$ cat src/rtl/uart_pkg.sv
// Shared constants and state encodings for the debug-assistant serial link.
// The same constants are used by both the receive and transmit ends.
package uart_pkg;

  localparam int BAUD           = 256000;
  localparam int SYS_CLK_PERIOD = 50;
  localparam int BIT_CYCLES     = 1_000_000_000 / BAUD / SYS_CLK_PERIOD;
  localparam logic [7:0] CMD    = 8'h01;
  localparam int TIMEOUT_BITS   = 20;

  typedef enum logic [1:0] {
    RX_IDLE,
    RX_START,
    RX_DATA,
    RX_STOP
  } rx_state_e;

  typedef enum logic [2:0] {
    FR_H0,
    FR_H1,
    FR_D0,
    FR_D1,
    FR_T0,
    FR_T1
  } frame_state_e;

endpackage

$ cat src/rtl/uart_rxd_byte.sv
// 8N1 byte receiver: RXD synchroniser, falling-edge start detection and
// mid-bit sampling. Emits one-cycle byte_valid / byte_err pulses.
module uart_rxd_byte
  import uart_pkg::*;
#(
  parameter int CLKS_PER_BIT = BIT_CYCLES
) (
  input  logic       clk,
  input  logic       rst_n,
  input  logic       rxd,
  output logic       byte_valid,
  output logic [7:0] byte_data,
  output logic       byte_err
);

  localparam logic [15:0] HALF_CNT = 16'(CLKS_PER_BIT / 2);
  localparam logic [15:0] LAST_CNT = 16'(CLKS_PER_BIT - 1);

  logic        sync1_q, sync2_q, sync3_q;
  rx_state_e   state_q, state_d;
  logic [15:0] cnt_q, cnt_d;
  logic [3:0]  bit_cnt_q, bit_cnt_d;
  logic [7:0]  shift_q, shift_d;
  logic        hold_q, hold_d;
  logic        valid_q, valid_d;
  logic        err_q, err_d;
  logic        line;
  logic        fall;

  assign line = sync2_q;
  assign fall = sync3_q & ~sync2_q;

  always_comb begin
    state_d   = state_q;
    cnt_d     = cnt_q;
    bit_cnt_d = bit_cnt_q;
    shift_d   = shift_q;
    hold_d    = hold_q;
    valid_d   = 1'b0;
    err_d     = 1'b0;
    case (state_q)
      RX_IDLE: begin
        if (fall) begin
          state_d = RX_START;
          cnt_d   = '0;
        end
      end
      RX_START: begin
        if (cnt_q == HALF_CNT) begin
          cnt_d = '0;
          if (!line) begin
            state_d   = RX_DATA;
            bit_cnt_d = '0;
          end else begin
            state_d = RX_IDLE;
          end
        end else begin
          cnt_d = cnt_q + 16'd1;
        end
      end
      RX_DATA: begin
        if (cnt_q == LAST_CNT) begin
          cnt_d     = '0;
          shift_d   = {line, shift_q[7:1]};
          bit_cnt_d = bit_cnt_q + 4'd1;
          if (bit_cnt_q == 4'd7) state_d = RX_STOP;
        end else begin
          cnt_d = cnt_q + 16'd1;
        end
      end
      RX_STOP: begin
        // After a framing error, wait for the line to recover before re-arming.
        if (hold_q) begin
          if (line) begin
            hold_d  = 1'b0;
            state_d = RX_IDLE;
          end
        end else if (cnt_q == LAST_CNT) begin
          cnt_d = '0;
          if (line) begin
            valid_d = 1'b1;
            state_d = RX_IDLE;
          end else begin
            err_d  = 1'b1;
            hold_d = 1'b1;
          end
        end else begin
          cnt_d = cnt_q + 16'd1;
        end
      end
      default: state_d = RX_IDLE;
    endcase
  end

  always_ff @(posedge clk or negedge rst_n) begin
    if (!rst_n) begin
      sync1_q   <= 1'b1;
      sync2_q   <= 1'b1;
      sync3_q   <= 1'b1;
      state_q   <= RX_IDLE;
      cnt_q     <= '0;
      bit_cnt_q <= '0;
      shift_q   <= '0;
      hold_q    <= 1'b0;
      valid_q   <= 1'b0;
      err_q     <= 1'b0;
    end else begin
      sync1_q   <= rxd;
      sync2_q   <= sync1_q;
      sync3_q   <= sync2_q;
      state_q   <= state_d;
      cnt_q     <= cnt_d;
      bit_cnt_q <= bit_cnt_d;
      shift_q   <= shift_d;
      hold_q    <= hold_d;
      valid_q   <= valid_d;
      err_q     <= err_d;
    end
  end

  assign byte_valid = valid_q;
  assign byte_data  = shift_q;
  assign byte_err   = err_q;

endmodule

$ cat src/rtl/uart_rxd_frame.sv
// Frame parser for CMD, ~CMD, P0, P1, ~CMD, CMD with an inter-byte timeout;
// accepted payloads are written as two back-to-back FIFO words.
module uart_rxd_frame
  import uart_pkg::*;
(
  input  logic       SYS_CLK,
  input  logic       RST_N,
  input  logic       RXD,
  input  logic       WRFULL,
  output logic       WRCLK,
  output logic       WRREQ,
  output logic [7:0] DATA_OUT,
  output logic       FRAME_OK,
  output logic       FRAME_ERR
);

  localparam logic [7:0]  NCMD        = ~CMD;
  localparam logic [15:0] BIT_LAST    = 16'(BIT_CYCLES - 1);
  localparam logic [4:0]  TIMEOUT_LIM = 5'(TIMEOUT_BITS);

  logic       byte_valid;
  logic [7:0] byte_data;
  logic       byte_err;

  uart_rxd_byte #(.CLKS_PER_BIT(BIT_CYCLES)) u_byte (
    .clk        (SYS_CLK),
    .rst_n      (RST_N),
    .rxd        (RXD),
    .byte_valid (byte_valid),
    .byte_data  (byte_data),
    .byte_err   (byte_err)
  );

  frame_state_e fr_state_q, fr_state_d;
  logic [7:0]   p0_q, p0_d, p1_q, p1_d;
  logic [15:0]  gap_cnt_q, gap_cnt_d;
  logic [4:0]   gap_bits_q, gap_bits_d;
  logic         wr_second_q, wr_second_d;
  logic         wrreq_q, wrreq_d;
  logic [7:0]   data_q, data_d;
  logic         ok_q, ok_d;
  logic         err_q, err_d;

  always_comb begin
    fr_state_d  = fr_state_q;
    p0_d        = p0_q;
    p1_d        = p1_q;
    gap_cnt_d   = gap_cnt_q;
    gap_bits_d  = gap_bits_q;
    wr_second_d = 1'b0;
    wrreq_d     = 1'b0;
    data_d      = data_q;
    ok_d        = 1'b0;
    err_d       = 1'b0;

    // Gap timer counts whole bit times since the last good byte inside a frame.
    if (fr_state_q == FR_H0 || byte_valid) begin
      gap_cnt_d  = '0;
      gap_bits_d = '0;
    end else if (gap_cnt_q == BIT_LAST) begin
      gap_cnt_d  = '0;
      gap_bits_d = gap_bits_q + 5'd1;
    end else begin
      gap_cnt_d = gap_cnt_q + 16'd1;
    end

    if (wr_second_q) begin
      wrreq_d = 1'b1;
      data_d  = p1_q;
    end

    if (byte_err) begin
      if (fr_state_q != FR_H0) begin
        err_d      = 1'b1;
        fr_state_d = FR_H0;
      end
    end else if (byte_valid) begin
      case (fr_state_q)
        FR_H0: if (byte_data == CMD) fr_state_d = FR_H1;
        FR_H1: begin
          if (byte_data == NCMD) begin
            fr_state_d = FR_D0;
          end else if (byte_data != CMD) begin
            err_d      = 1'b1;
            fr_state_d = FR_H0;
          end
        end
        FR_D0: begin
          p0_d       = byte_data;
          fr_state_d = FR_D1;
        end
        FR_D1: begin
          p1_d       = byte_data;
          fr_state_d = FR_T0;
        end
        FR_T0: begin
          if (byte_data == NCMD) begin
            fr_state_d = FR_T1;
          end else begin
            err_d      = 1'b1;
            fr_state_d = (byte_data == CMD) ? FR_H1 : FR_H0;
          end
        end
        FR_T1: begin
          fr_state_d = FR_H0;
          if (byte_data != CMD || WRFULL) begin
            err_d = 1'b1;
          end else begin
            wrreq_d     = 1'b1;
            data_d      = p0_q;
            ok_d        = 1'b1;
            wr_second_d = 1'b1;
          end
        end
        default: fr_state_d = FR_H0;
      endcase
    end else if (fr_state_q != FR_H0 && gap_bits_q == TIMEOUT_LIM) begin
      err_d      = 1'b1;
      fr_state_d = FR_H0;
    end
  end

  always_ff @(posedge SYS_CLK or negedge RST_N) begin
    if (!RST_N) begin
      fr_state_q  <= FR_H0;
      p0_q        <= '0;
      p1_q        <= '0;
      gap_cnt_q   <= '0;
      gap_bits_q  <= '0;
      wr_second_q <= 1'b0;
      wrreq_q     <= 1'b0;
      data_q      <= '0;
      ok_q        <= 1'b0;
      err_q       <= 1'b0;
    end else begin
      fr_state_q  <= fr_state_d;
      p0_q        <= p0_d;
      p1_q        <= p1_d;
      gap_cnt_q   <= gap_cnt_d;
      gap_bits_q  <= gap_bits_d;
      wr_second_q <= wr_second_d;
      wrreq_q     <= wrreq_d;
      data_q      <= data_d;
      ok_q        <= ok_d;
      err_q       <= err_d;
    end
  end

  assign WRCLK     = ~SYS_CLK;
  assign WRREQ     = wrreq_q;
  assign DATA_OUT  = data_q;
  assign FRAME_OK  = ok_q;
  assign FRAME_ERR = err_q;

endmodule

$ cat config.mk
export PLATFORM = sky130hd
export DESIGN_NAME = uart_rxd_frame
export DESIGN_NICKNAME = d
export VERILOG_FILES = /design/src/rtl/uart_pkg.sv /design/src/rtl/uart_rxd_byte.sv /design/src/rtl/uart_rxd_frame.sv
export SDC_FILE = /design/constraint.sdc
export NUM_CORES = 1
export LEC_CHECK = 0
export ABC_AREA = 0
export ABC_CLOCK_PERIOD_IN_PS = 3100
export CAP_MARGIN = 20
export CELL_PAD_IN_SITES_DETAIL_PLACEMENT = 2
export CELL_PAD_IN_SITES_GLOBAL_PLACEMENT = 2
export CORE_ASPECT_RATIO = 0.5
export CORE_MARGIN = 2
export CORE_UTILIZATION = 45
export DETAILED_ROUTE_END_ITERATION = 10
export PLACE_DENSITY = 0.83
export SETUP_SLACK_MARGIN = 0.15
export SYNTH_ARGS = -nofsm -noshare
export SYNTH_HDL_FRONTEND = slang
export SYNTH_HIERARCHICAL = 1
export SYNTH_SLANG_ARGS = --single-unit
$ cat constraint.sdc
create_clock -name SYS_CLK -period 3.1 [get_ports SYS_CLK]
set_input_delay 0.465 -clock SYS_CLK [delete_from_list [all_inputs] [get_ports SYS_CLK]]
set_output_delay 0.465 -clock SYS_CLK [all_outputs]
set_load 0.05 [all_outputs]
==> run summary, run 1 <==
Initial DRC count -> 94
Post-synthesis sequential area ratio -> 0.491
Top Ports -> 16
Worst EP arrival -> 2.45 ns
Nets -> 426
Post-route DRC -> 0
Endpoint, Worst Hold -> u_byte/line$_DFF_PN1_
Post-CTS Setup Bufs -> 0
Row count -> 25
P_leak -> 0.00217 µW
CTS Buf Count -> 9
Synth top area cells -> dfrtp_1, mux2_2, nand2_1
DR pass1 iterations -> 4
Cell Area, Synth -> 4440 µm²
R2R Setup Slk -> 0.49 ns
Die X -> 144 µm
Die Area -> 10,700 µm²
Number of flops mapped to enable cells by yosys -> 0
Status -> finished clean
Fin. max-slew vios -> 0
Post-synth top cells -> dfrtp_1, mux2_2, nand2_1, nor2_1, nand3_1
Vias in the first global route -> 3,846
Die Ht -> 74.2 µm
Largest net degree at the start of global routing -> 88
Unrepaired setup endpoints after global routing -> no
FFs w/ async S/R, synth -> 1.00
CTS clock-pin slew for the worst setup and hold paths -> 0.07 ns
Worst Max-Slew Pin Slew -> 0.964 ns
Count of cell types in the netlist -> 69
Hold slack -> 0.351 ns
Hold depth -> 0
Peak VDD IR -> 295 µV
RePlAce Congestion -> 0.780
WL final -> 12,600 µm
Core area -> 9510 µm²
Gr ovfl total -> 0
Synthesized net count -> 411
Max-cap viol count -> 0
Number of inserted diodes -> 0
Initial core utilization -> 0.467
Top_reg_cell synth -> dfrtp_1
Crit start category -> clock port
Clock Latency Late Sink -> 0.35 ns
Crit path max fanout -> 13
Dpl cells -> 537
Max clock buf depth -> 2
Relative slew slack -> 0.357
Reg-to-Reg Start -> u_byte/cnt_q[0]$_DFFE_PN0P_
Avg Synthesized Cell Area -> 11.1 µm²
Worst EP required -> 2.63 ns
Synthesis-to-layout area growth -> 11.9%
Hold Crit Class -> flop to flop
Syn Inst Count -> 400
Startpoint of the worst hold path -> u_byte/sync1_q$_DFF_PN1_
Global-route wire length before repair -> 21,000 µm
Pwr Density -> 560 nW/µm²
Layout Cells excl Fill -> 555
Yosys Warn Count -> 6
Area leader, netlist -> dfrtp_1
Root buffer cell -> clkbuf_16
Flops & latches, synth -> 87
Share of layout cells above drive strength 1 -> 0.221
Antenna viol nets, final -> 0
TritonCTS clock tree -> built
Initial antenna violation count -> 0
Most frequent cell after synthesis -> dfrtp_1
Routed via count -> 3,288
Crit path kind -> clock port to output port
Power Total -> 2780 µW
H-tree level count -> 3
Final-layout fill cell count -> 965
Share of the synthesized area in the top cell type -> 0.474
Endpoints failing setup -> 0
Post-Route Setup TNS -> 0 ns
Reg-to-Reg End -> u_byte/cnt_q[12]$_DFFE_PN0P_
Global Route Usage Sum -> 0.263
Drt via density -> 5.92
# port buffers -> 15
Final Hold Viols -> 0
Final Skew -> 0.0107 ns
Endpoint class of the critical path -> output port
Reg2reg path depth -> 6
Avg WL per Cell -> 22.6 µm
Hpwl dp -> 8010 µm
[state kept, by name, summed over array words and instances, names as in the netlist, 3 cells and up, named ones only]
signal and count:
p1_q 8, gap_bits_q 5, u_byte/cnt_q 16, p0_q 8
u_byte/bit_cnt_q 4, gap_cnt_q 16, DATA_OUT 8, u_byte/byte_data 8
fr_state_q 3
[where the power goes]
group,switching [µW],internal (µW),leakage (µW)
Combinational,227,150,0.000836
Sequential,109,1190,0.00118
Clock,526,577,0.000146
Total,862,1920,0.00217
[per-stage QoR]
step / setup WS (ns) / area (µm²) / util
floorplan: 0.789 / 4440 / -
global placement: 0.277 / 4660 / 0.490
detailed placement: 0.277 / 4660 / 0.490
CTS: 0.156 / 4930 / 0.518
global route: 0.160 / 4970 / 0.522
finish: 0.186 / 4970 / 0.522
[cells by family after synthesis]
family,Yosys count,synth area share
simple gates,158,0.217
flops,87,0.491
compound gates,65,0.102
mux,43,0.109
buf+inv,26,0.0341
xor+xnor,14,0.0276
fa+ha+maj,7,0.0197
[critical path: stages]
cell	delay, ns
clkbuf_16	0.17
clkbuf_16	0.18
inv_1	0.06
clkdlybuf4s15_1	0.49
[routing by layer]
layer / vias to the layer above / track usage / share of wire
met1: 1726 / 0.309 / 0.42
li1: 1496 / - / -
met2: 46 / 0.481 / 0.54
met3: 20 / 0.0670 / 0.025
met4: 0 / 0.0906 / 0.018
met5: - / 0 / 0
[final cells by class]
type	count	area [µm²]	share of cell area
clock buffers	11	249	0.0501
clock inverters	7	38.8	0.00781
inverters	11	41.3	0.00831
multi-input cells	287	2110	0.424
flip-flops and latches	87	2180	0.439
well taps	135	169	0.0340
repair buffers	17	183	0.0368
[worst max path at each step]
stage | to | slack (ns) | from
2_1_floorplan | WRCLK | 0.79 | SYS_CLK
3_3_place_gp | WRCLK | 0.28 | SYS_CLK
3_5_place_dp | WRCLK | 0.28 | SYS_CLK
4_1_cts | WRCLK | 0.16 | SYS_CLK
5_1_grt | WRCLK | 0.16 | SYS_CLK
6_report | WRCLK | 0.19 | SYS_CLK
[layout by cell type (no fill, tap or decap), drive strengths merged, types with 9 or more instances in the layout]
| cell | n |
|---|---|
| dfrtp | 84 |
| mux2 | 41 |
| nand2 | 34 |
| nor2 | 32 |
| nand3 | 20 |
| a21oi | 17 |
| a31oi | 15 |
| clkdlybuf4s50 | 13 |
| inv | 12 |
| o21ai | 12 |
| clkbuf | 10 |
| nand4 | 9 |
[what timing repair did]
| item | in CTS | in global routing |
|---|---|---|
| endpoints found under the setup margin | 1 | 0 |
| hold buffers | 0 | 1 |
| resized for setup | 2 | 0 |
| endpoints found under the hold margin | 0 | 14 |
Note: power is estimated with default switching activity, not from simulation.
==> run 2, diff against run 1 <==
Settings changed: CORE_MARGIN 2 to 4.
==> run summary, run 2 (synthesis gave the netlist of run 1 again) <==
Global Route Usage Sum -> 0.220 (-0.0430)
GRT met1 Usage -> 0.254 (-0.0550)
Finished Cell Area -> 4950 µm² (-0.30%)
Status -> finished clean
Post-CTS Setup Bufs -> 0 (unchanged)
Most common cell after layout, fill and taps aside -> dfrtp_1
CP max-delay cell -> clkdlybuf4s15_1
WL final -> 11,800 µm (-5.8%)
Endpoint class of the critical path -> output port
Final Skew -> 0.00546 ns (-0.00522 ns)
Die Area -> 11,600 µm² (+8.3%)
Initial antenna violation count -> 0 (unchanged)
Crit-path max cell delay -> 0.49 ns (about the same)
Worst EP arrival -> 2.43 ns (-0.02 ns)
TritonCTS clock tree -> built
Number of inserted diodes -> 0 (unchanged)
Top Ports -> 16 (unchanged)
Commonest non-fill, non-tap cells in the layout -> dfrtp_1, mux2_2, nand2_1
Share of layout cells above drive strength 1 -> 0.217 (-0.00476)
Placed inst area -> 4670 µm² (+0.32%)
Initial DRC count -> 75 (-20%)
Die X -> 148 µm (+2.8%)
Fin. max-slew vios -> 0 (unchanged)
Avg WL per Cell -> 21.3 µm (-5.8%)
Peak VDD IR -> 266 µV (-10%)
Global-route wire length before repair -> 20,300 µm (-3.3%)
Drt via density -> 5.84 (-1.4%)
Row count -> 25 (unchanged)
Post-route DRC -> 0 (unchanged)
Max clock buf depth -> 2 (unchanged)
DR pass1 iterations -> 4 (unchanged)
Antenna viol nets, final -> 0 (unchanged)
R2R Setup Slk -> 0.49 ns (about the same)
Die Ht -> 78.2 µm (+5.4%)
Part of the power in combinational logic -> 0.135 (about the same)
Met2 GRT Util -> 0.414 (-0.0670)
Max-cap viol count -> 0 (unchanged)
Post-Route Setup TNS -> 0 ns (unchanged)
Multi-input logic area -> 2110 µm² (unchanged)
Flop pwr share -> 0.468 (about the same)
Initial core utilization -> 0.465 (-0.00153)
Vias in the first global route -> 3,814 (-0.83%)
Synthesis-to-layout area growth -> 11.6%
Switch share -> 0.297 (-0.0127)
Crit path kind -> clock port to output port
Root buffer cell -> clkbuf_16
Worst EP required -> 2.63 ns (about the same)
Fin util -> 0.519 (-0.00329)
Largest net degree at the start of global routing -> 37 (-58%)
Hpwl dp -> 7940 µm (-0.88%)
Crit path max fanout -> 12 (-1)
Gr ovfl total -> 0 (unchanged)
CP cell instances -> clkbuf_16 > clkbuf_16 > inv_1 > clkdlybuf4s15_1
Global-route met3 utilization -> 0.0473 (-0.0197)
Final Hold Viols -> 0 (unchanged)
# port buffers -> 15 (unchanged)
Total area of sequential cells -> 2180 µm² (unchanged)
Pwr Density -> 564 nW/µm² (+0.69%)
Relative slew slack -> 0.354 (-0.00292)
Top flop regs -> gap_cnt_q (16), u_byte/cnt_q (16)
CP most frequent cell -> clkbuf_16
Clk pwr share -> 0.398 (+0.002)
Core area -> 9540 µm² (+0.33%)
Crit start category -> clock port
H-tree level count -> 3 (unchanged)
Routed via count -> 3,241 (-1.4%)
P_leak -> 0.00217 µW (+0.12%)
CTS Buf Count -> 9 (unchanged)
Clock Latency Late Sink -> 0.34 ns (about the same)
Final-layout fill cell count -> 962 (-0.31%)
RePlAce Congestion -> 0.829 (+6.3%)
Worst Max-Slew Pin Slew -> 0.969 ns (+0.00438 ns)
Net switching power -> 830 µW (-3.7%)
Unrepaired setup endpoints after global routing -> no
Grt peak-use layer -> met2
Hold Crit Class -> primary input to async pin
CTS clock-pin slew for the worst setup and hold paths -> 0.06 ns (about the same)
Pint -> 1960 µW (+2.2%)
Endpoints failing setup -> 0 (unchanged)
Nets -> 426 (unchanged)
-- run 2: power by group through the flow --
stage	clock network (µW)	logic, µW	registers [µW]
CTS	1150	382	1310
detailed placement	78.9	379	1330
floorplan	54.5	315	1280
finish	1110	377	1310
global route	1200	426	1320
global placement	78.9	344	1310
-- run 2: area by class of cell --
class / instances / area share
clock buffer: 15 / 0.0574
clock inverter: 3 / 0.00227
timing repair buffer: 17 / 0.0323
tap: 135 / 0.0341
sequential: 87 / 0.440
inverter: 11 / 0.00834
multi-input combinational: 287 / 0.425
-- run 2: repair_timing --
item,CTS,global route
hold buffers,0,0
hold endpoints to repair,0,0
resized for setup,2,0
endpoints found under the setup margin,1,0
-- run 2: final timing paths --
kind | cells past startpoint | to | from
hold reg to reg | 0 | u_byte/line$_DFF_PN1_ | u_byte/sync1_q$_DFF_PN1_
setup / recovery | 4 | WRCLK | SYS_CLK
max in group asynchronous | 2 | u_byte/sync3_q$_DFF_PN1_ | RST_N
hold / removal | 1 | gap_cnt_q[2]$_DFF_PN0_ | RST_N
setup reg to reg | 6 | u_byte/cnt_q[12]$_DFFE_PN0P_ | u_byte/cnt_q[0]$_DFFE_PN0P_
min in group SYS_CLK | 0 | u_byte/line$_DFF_PN1_ | u_byte/sync1_q$_DFF_PN1_
-- run 2: routing by layer --
layer | vias to the layer above | share of wire
li1 | 1488 | -
met4 | 0 | 0.017
met1 | 1699 | 0.43
met3 | 20 | 0.021
met5 | - | 0
met2 | 34 | 0.53
-- run 2: stage by stage --
step           std cells  total power [µW]  worst slack, ns  hold WS [ns]
2_1_floorplan        400              1650            0.789         0.169
3_3_place_gp         539              1730            0.277         0.347
3_5_place_dp         539              1780            0.277         0.350
4_1_cts              555              2840            0.175        0.0870
5_1_grt              555              2940            0.162         0.106
6_report             555              2790            0.201        0.0758
-- run 2: critical path, delay by kind of cell --
kind | cells | cell delay, ns
buffers and inverters | 4 | 0.88
